## src/rtl/ccff_loader_pkg.sv

```systemverilog
// Shared types for the configuration-chain loader: controller states and a word-count helper.
package ccff_loader_pkg;

   typedef enum logic [1:0] {
      StIdle,
      StLoad,
      StShift,
      StDone
   } state_e;

   // Number of stream words needed to cover a chain of num bits with den-bit words.
   function automatic int unsigned ceil_div(input int unsigned num, input int unsigned den);
      return (num + den - 1) / den;
   endfunction

endpackage

```

## src/rtl/ccff_ser.sv

```systemverilog
// Parallel-load, MSB-first shift register with its own bit-in-word counter.
module ccff_ser #(
   parameter int unsigned WORD_W = 8
) (
   input  logic              clk,
   input  logic              rst_n,
   input  logic              load_i,
   input  logic [WORD_W-1:0] data_i,
   input  logic              shift_i,
   output logic              ser_out_o,
   output logic              last_bit_o
);

   localparam int unsigned WbW = (WORD_W > 1) ? $clog2(WORD_W) : 1;

   logic [WORD_W-1:0] sreg_q, sreg_d;
   logic [WbW-1:0]    word_bit_q, word_bit_d;

   always_comb begin
      sreg_d     = sreg_q;
      word_bit_d = word_bit_q;
      if (load_i) begin
         sreg_d     = data_i;
         word_bit_d = '0;
      end else if (shift_i) begin
         sreg_d     = sreg_q << 1;
         word_bit_d = word_bit_q + WbW'(1);
      end
   end

   always_ff @(posedge clk or negedge rst_n) begin
      if (!rst_n) begin
         sreg_q     <= '0;
         word_bit_q <= '0;
      end else begin
         sreg_q     <= sreg_d;
         word_bit_q <= word_bit_d;
      end
   end

   assign ser_out_o  = sreg_q[WORD_W-1];
   assign last_bit_o = (word_bit_q == WbW'(WORD_W - 1));

endmodule

```

## src/rtl/ccff_config_loader.sv

```systemverilog
// Streams bitstream words MSB-first onto the fabric configuration chain, CHAIN_LEN bits per load.
module ccff_config_loader
   import ccff_loader_pkg::*;
#(
   parameter int unsigned CHAIN_LEN = 20,
   parameter int unsigned WORD_W    = 8
) (
   input  logic              clk,
   input  logic              rst_n,
   input  logic              start,
   input  logic              abort,
   input  logic [WORD_W-1:0] in_data,
   input  logic              in_valid,
   output logic              in_ready,
   output logic              ccff_head,
   output logic              ccff_shift_en,
   input  logic              ccff_tail,
   output logic              busy,
   output logic              done,
   output logic              tail_last
);

   localparam int unsigned CntW = $clog2(CHAIN_LEN + 1);

   state_e          state_q, state_d;
   logic [CntW-1:0] bit_cnt_q, bit_cnt_d;
   logic            tail_last_q, tail_last_d;
   logic            ser_out, last_bit, final_bit, ser_load, ser_shift, start_ok;

   assign final_bit = (bit_cnt_q == CntW'(CHAIN_LEN - 1));
   assign start_ok  = start && ((state_q == StIdle) || (state_q == StDone));
   assign ser_load  = (state_q == StLoad) && in_valid;
   assign ser_shift = (state_q == StShift);

   ccff_ser #(
      .WORD_W(WORD_W)
   ) u_ser (
      .clk       (clk),
      .rst_n     (rst_n),
      .load_i    (ser_load),
      .data_i    (in_data),
      .shift_i   (ser_shift),
      .ser_out_o (ser_out),
      .last_bit_o(last_bit)
   );

   always_ff @(posedge clk or negedge rst_n) begin
      if (!rst_n) begin
         state_q <= StIdle;
      end else begin
         state_q <= state_d;
      end
   end

   always_comb begin
      state_d = state_q;
      if (abort) begin
         state_d = StIdle;
      end else begin
         unique case (state_q)
            StIdle:  if (start) state_d = StLoad;
            StLoad:  if (in_valid) state_d = StShift;
            StShift: begin
               // Chain length wins over word boundary: leftover bits of the last word are dropped.
               if (final_bit) begin
                  state_d = StDone;
               end else if (last_bit) begin
                  state_d = StLoad;
               end
            end
            StDone:  if (start) state_d = StLoad;
            default: state_d = StIdle;
         endcase
      end
   end

   always_comb begin
      bit_cnt_d   = bit_cnt_q;
      tail_last_d = tail_last_q;
      if (!abort) begin
         if (start_ok) begin
            bit_cnt_d = '0;
         end else if (state_q == StShift) begin
            bit_cnt_d = bit_cnt_q + CntW'(1);
            if (final_bit) begin
               tail_last_d = ccff_tail;
            end
         end
      end
   end

   always_ff @(posedge clk or negedge rst_n) begin
      if (!rst_n) begin
         bit_cnt_q   <= '0;
         tail_last_q <= 1'b0;
      end else begin
         bit_cnt_q   <= bit_cnt_d;
         tail_last_q <= tail_last_d;
      end
   end

   always_comb begin
      in_ready      = (state_q == StLoad);
      ccff_shift_en = (state_q == StShift);
      ccff_head     = (state_q == StShift) && ser_out;
      busy          = (state_q == StLoad) || (state_q == StShift);
      done          = (state_q == StDone);
      tail_last     = tail_last_q;
   end

endmodule

```

## config.mk

```make
export PLATFORM = sky130hd
export DESIGN_NAME = ccff_config_loader
export DESIGN_NICKNAME = d
export VERILOG_FILES = /design/src/rtl/ccff_loader_pkg.sv /design/src/rtl/ccff_ser.sv /design/src/rtl/ccff_config_loader.sv
export SDC_FILE = /design/constraint.sdc
export NUM_CORES = 1
export LEC_CHECK = 0
export BUFFER_PORTS_ARGS = -buffer_cell sky130_fd_sc_hd__clkbuf_2
export CAP_MARGIN = 15
export CORE_ASPECT_RATIO = 0.75
export CORE_MARGIN = 1.5
export CORE_UTILIZATION = 34
export DETAILED_ROUTE_END_ITERATION = 6
export GPL_TIMING_DRIVEN = 0
export PLACE_DENSITY = 0.52
export SKIP_LAST_GASP = 1
export SYNTH_ARGS = -nofsm -noshare
export SYNTH_HDL_FRONTEND = slang
export SYNTH_HIERARCHICAL = 1
export SYNTH_SLANG_ARGS = --single-unit
```

## constraint.sdc

```tcl
create_clock -name clk -period 3.3 [get_ports clk]
set_input_delay 0.66 -clock clk [delete_from_list [all_inputs] [get_ports clk]]
set_output_delay 0.66 -clock clk [all_outputs]
set_load 0.1 [all_outputs]
```

After elaboration in Yosys (flattened, before gate mapping)
Cells that the tools add are included.

Flip-flop bits (word level): 19. Input bits: 14. Output and inout port bits: 6. Word-level logic and storage cells: 41.

Add/subtract/negate cells: 2. Equality and inequality tests: 8. Muxes and demuxes: 12. Bitwise gates (word level): 2. Reduce and logical (&&, ||, !) cells: 12.

Operators with widths (count): two-way mux 8 bit (2); two-way mux 2 bit (5); two-way mux 5 bit (2); two-way mux 3 bit (2); case mux 2 bit (3 select lines) (1); adder 5 x 1 -> 5 bit (second input constant) (1); equality test 5 bit (second input constant) (1); equality test 2 bit (second input constant) (2); inequality test 4 x 2 -> 1 bit (second input constant) (1); AND reduction 4 bit (1); nonzero test 2 bit (2); adder 3 x 1 -> 3 bit (second input constant) (1); equality test 3 bit (second input constant) (1); logical AND 1 bit (3); inequality test 3 x 1 -> 1 bit (second input constant) (1); inequality test 3 bit (second input constant) (1); AND reduction 3 bit (1); equality test 2 x 1 -> 1 bit (second input constant) (1); zero test 2 bit (1); logical OR 1 bit (2); inverter 1 bit (2); AND reduction 2 bit (1); OR reduction 2 bit (1).

Longest topological paths before layout
Word-level depth: 5. Gate-level depth with buffers: 7. Mapped depth without buffers: 5.

Cells and area by module
Netlist, hierarchy kept.

Modules (own cells, without submodules): ccff_config_loader (instances 1, cells each 57, area each 515.5 µm², sequential area each 200.2 µm²); ccff_ser (instances 1, cells each 46, area each 510.5 µm², sequential area each 275.3 µm²).

Worst setup path after synthesis
Ideal clock, no wire load.

Path kind: flip-flop to output port. Start point: reg state_q[0]. End point: out ccff_head. Arrival: 2.305 ns. Required time: 2.640 ns. Path slack: 0.335 ns. Cell stages (with the launch flop): 4. Buffers on the path: 0. Cell sequence: dfrtp_1 > inv_1 > ha_1 > and2_1.

Cells in the longest elaborated chain, start to end: 2.

RTL lines: start, declared (RTL line ccff_config_loader.sv:25) `state_e state_q, state_d;`; start signal, assigned (RTL line ccff_config_loader.sv:49) `state_q <= StIdle;`; start signal, assigned (RTL line ccff_config_loader.sv:51) `state_q <= state_d;`; equality test 2 bit; net ccff_shift_en (RTL line ccff_config_loader.sv:16) `output logic ccff_shift_en,`; logical AND 1 bit (RTL line ccff_config_loader.sv:105) `ccff_head = (state_q == StShift) && ser_out;`; end, declared (RTL line ccff_config_loader.sv:15) `output logic ccff_head,`.

The timed path passes the listed nets, and every way through them passes these cells.

Final worst setup path
Start point: reg state_q[0]. End point: out ccff_head.

Cells in the longest elaborated chain, start to end: 2.

RTL lines (RTL line): equality test 2 bit (ccff_config_loader.sv:105); logical AND 1 bit (ccff_config_loader.sv:105).

No other way between the ends.

==> metrics.md <==
| Metric | Value |
|---|---|
| Avg Cell Area, Syn | `9.96 um^2` |
| Slowest cell on crit path | `clkbuf_2` |
| Worst-margin pin slew | `0.540 ns` |
| Crit path max-delay family | `buffers and inverters` |
| Die area | `3360 um^2` |
| Synthesized area | `1030 um^2` |
| Max clock buf depth | `2` |
| RSZ-0062 raised after global routing | `false` |
| Final net count | `147` |
| ANT cells | `0` |
| Sink Count | `19` |
| Final hold vios | `0` |
| Placed cells | `160` |
| R2r startpoint | `state_q[0]` |
| Seq cells post-synth | `19` |
| Final Setup Violations | `0` |
| Hold WC Path Type | `input pin to asynchronous set/reset pin` |
| Fmax | `407 MHz` |
| Netlist cell types | `30` |
| Fill count | `281` |
| Cts bufs inserted | `3` |
| GP Congestion | `0.799` |
| Worst IR drop on VDD | `0.000279 V` |
| Largest net degree at the start of global routing | `20` |
| Die width | `66.4 um` |
| Post-Synthesis Cells | `103` |
| R2R depth | `5` |
| Clock Pin Slew Worst Setup and Hold Paths | `0.07 ns` |
| PD cells | `928 nW/um^2` |
| Chip height | `50.6 um` |
| Final std cells w/o fill | `164` |
| Setup bufs post-CTS | `0` |
| Critical path buffers and inverters | `2` |
| Detailed placer's ending HPWL | `1.43 mm` |
| Post-CTS Hold Buffers | `0` |
| CTS root buf | `clkbuf_8` |
| Post-route DRC | `0` |
| H-Tree Depth | `1` |
| GRT overflow | `0` |
| Final Instance Area | `1210 um^2` |
| Crit. End Element | `output pin` |
| Syn_nets | `123` |
| Yosys warns | `6` |
| Layout area overhead | `18.4%` |
| Internal reg-to-reg setup slack | `1.57 ns` |
| GRT Total Usage | `0.128` |
| Leak | `0.000564 uW` |
| CP Launch Type | `register` |
| Vias in the first global route | `711` |
| I/O Pins | `20` |
| Critical Path RT | `2.64 ns` |
| Placed Area | `1170 um^2` |
| Reg area | `475 um^2` |
| Crit-path max cell delay | `0.45 ns` |
| Area of the multi-input gates | `512 um^2` |
| Critical path class | `register to output pin` |
| Sequential cell area fraction in the yosys report | `0.463` |
| Final wirelength | `1.91 mm` |
| Reg-to-Reg End | `state_q[0]` |
| Fin. max-slew vios | `0` |
| Share of cells above drive strength 1 | `0.230` |
| Wire length of the first global-routing pass | `3.13 mm` |
| Slew margin rel. | `0.642` |
| Cell Chain, Critical Path | `inv_1 > ha_1 > and2_1 > clkbuf_2` |
| TNS Setup | `0 ns` |
| Via density | `4.75` |
| I/O Buffers | `19` |
| CTS tree | `done` |
| Tcrit/Tclk final | `0.744` |
| Core Box Area | `2910 um^2` |
| Clock latency on the worst-skew pair | `0.25 ns` |
| Status | `finished, final reports clean` |
| DR WL/cell | `11.6 um` |
| Vias | `779` |
| Drt initial violations | `23` |
| Cell row count | `17` |
| Final Skew | `0.00298 ns` |
| Worst path arrival time | `1.79 ns` |
| Minimum clock period | `2.45 ns` |
| ANT nets after route | `0` |
| Max_cap viols | `0` |
| Initial Util | `0.352` |
| Post_cts resized | `0` |
| Initial antenna violation count | `0` |
| Worst-path maximum fanout | `10` |
| 1st-pass router iterations | `4` |
## Yosys cell counts
cell       instances  area (um^2)
buf_4              1         7.51
buf_2              1         5.00
inv_1              4         15.0
nor3_1             1         5.00
mux2_1             1         11.3
ha_1               6         75.1
nor2_1             6         22.5
o21ai_2            1         8.76
and4bb_2           1         12.5
nand3b_1           2         15.0
buf_6              1         11.3
o21ai_1            6         30.0
nor2b_1            3         18.8
nand2b_1           2         12.5
o21a_1             1         7.51
dfrtp_1           19          475
a2111oi_1          1         10.0
or4_1              1         7.51
nand2_1           13         48.8
xor2_1             1         8.76
o21ai_0            8         40.0
or3_1              3         18.8
nand3_1            2         10.0
xnor2_1            1         8.76
a21oi_1            3         15.0
o211ai_1           1         7.51
and2_1             2         12.5
mux2i_1            9         90.1
nor2b_2            1         8.76
nor4_1             1         6.26
## power breakdown
part           switching, uW  total (uW)  internal, uW
sequential              52.3         369           317
clock                   78.1         162          83.9
combinational            412         597           184
total                    543        1130           585
## routing by layer
layer	global-route usage	vias to the layer above	share of wire
li1	-	404	-
met1	0.155	362	0.50
met2	0.202	11	0.45
met3	0.0538	2	0.043
met4	0.0510	0	0.0089
met5	0	-	0
## worst max path at each step
stage               startpoint   endpoint  slack, ns  cells past startpoint
finish              state_q[0]  ccff_head       0.85                      4
global route        state_q[0]  ccff_head       0.75                      4
CTS                 state_q[0]  ccff_head       0.83                      4
detailed placement  state_q[0]  ccff_head       1.11                      4
global placement    state_q[0]  ccff_head       1.10                      4
floorplan           state_q[0]  ccff_head       0.34                      3
## layout make-up
type / instances / area share
buffer: 3 / 0.0196
clock buffer: 3 / 0.0340
clock inverter: 1 / 0.00412
inverter: 4 / 0.0124
multi-input combinational: 77 / 0.421
sequential: 19 / 0.391
tap: 38 / 0.0391
timing repair buffer: 19 / 0.0783
## worst reg2reg max path, cell delays in order (launching register included)
cell,delay [ns]
dfrtp_1,0.42
inv_1,0.09
ha_1,0.40
nand2b_1,0.14
or4_1,0.50
o211ai_1,0.11
## registers in the layout, summed over array words and instances (netlist names)
signal            cells
u_ser/word_bit_q      3
state_q               2
bit_cnt_q             5
u_ser/sreg_q          8
tail_last             1
## cells in the final DEF, fill, tap and decap left out, types with 4 or more instances in the layout
cell	n
dfrtp_1	19
clkbuf_2	19
nand2_1	13
mux2i_1	9
o21ai_0	8
nor2_1	6
ha_1	6
o21ai_1	6
inv_1	4
## through the flow
step                power, uW  hold slack [ns]  setup WS [ns]   util
finish                   1130            0.348          0.846  0.417
global route             1210            0.380          0.748  0.417
CTS                      1140            0.363          0.829  0.417
detailed placement        976            0.498           1.11  0.401
global placement          966            0.477           1.10  0.401
floorplan                 872            0.364          0.335      -
## kinds of logic after synthesis
logic type	after synthesis	share of synthesized area
and+or+nand+nor	38	0.194
xor gates and xnor gates	2	0.0171
AOI/OAI and AO/OA	21	0.116
muxes	10	0.0988
DFF	19	0.463
buffers and inverters	7	0.0378
adders and majority gates	6	0.0732
(Power assumes the default switching activity.)
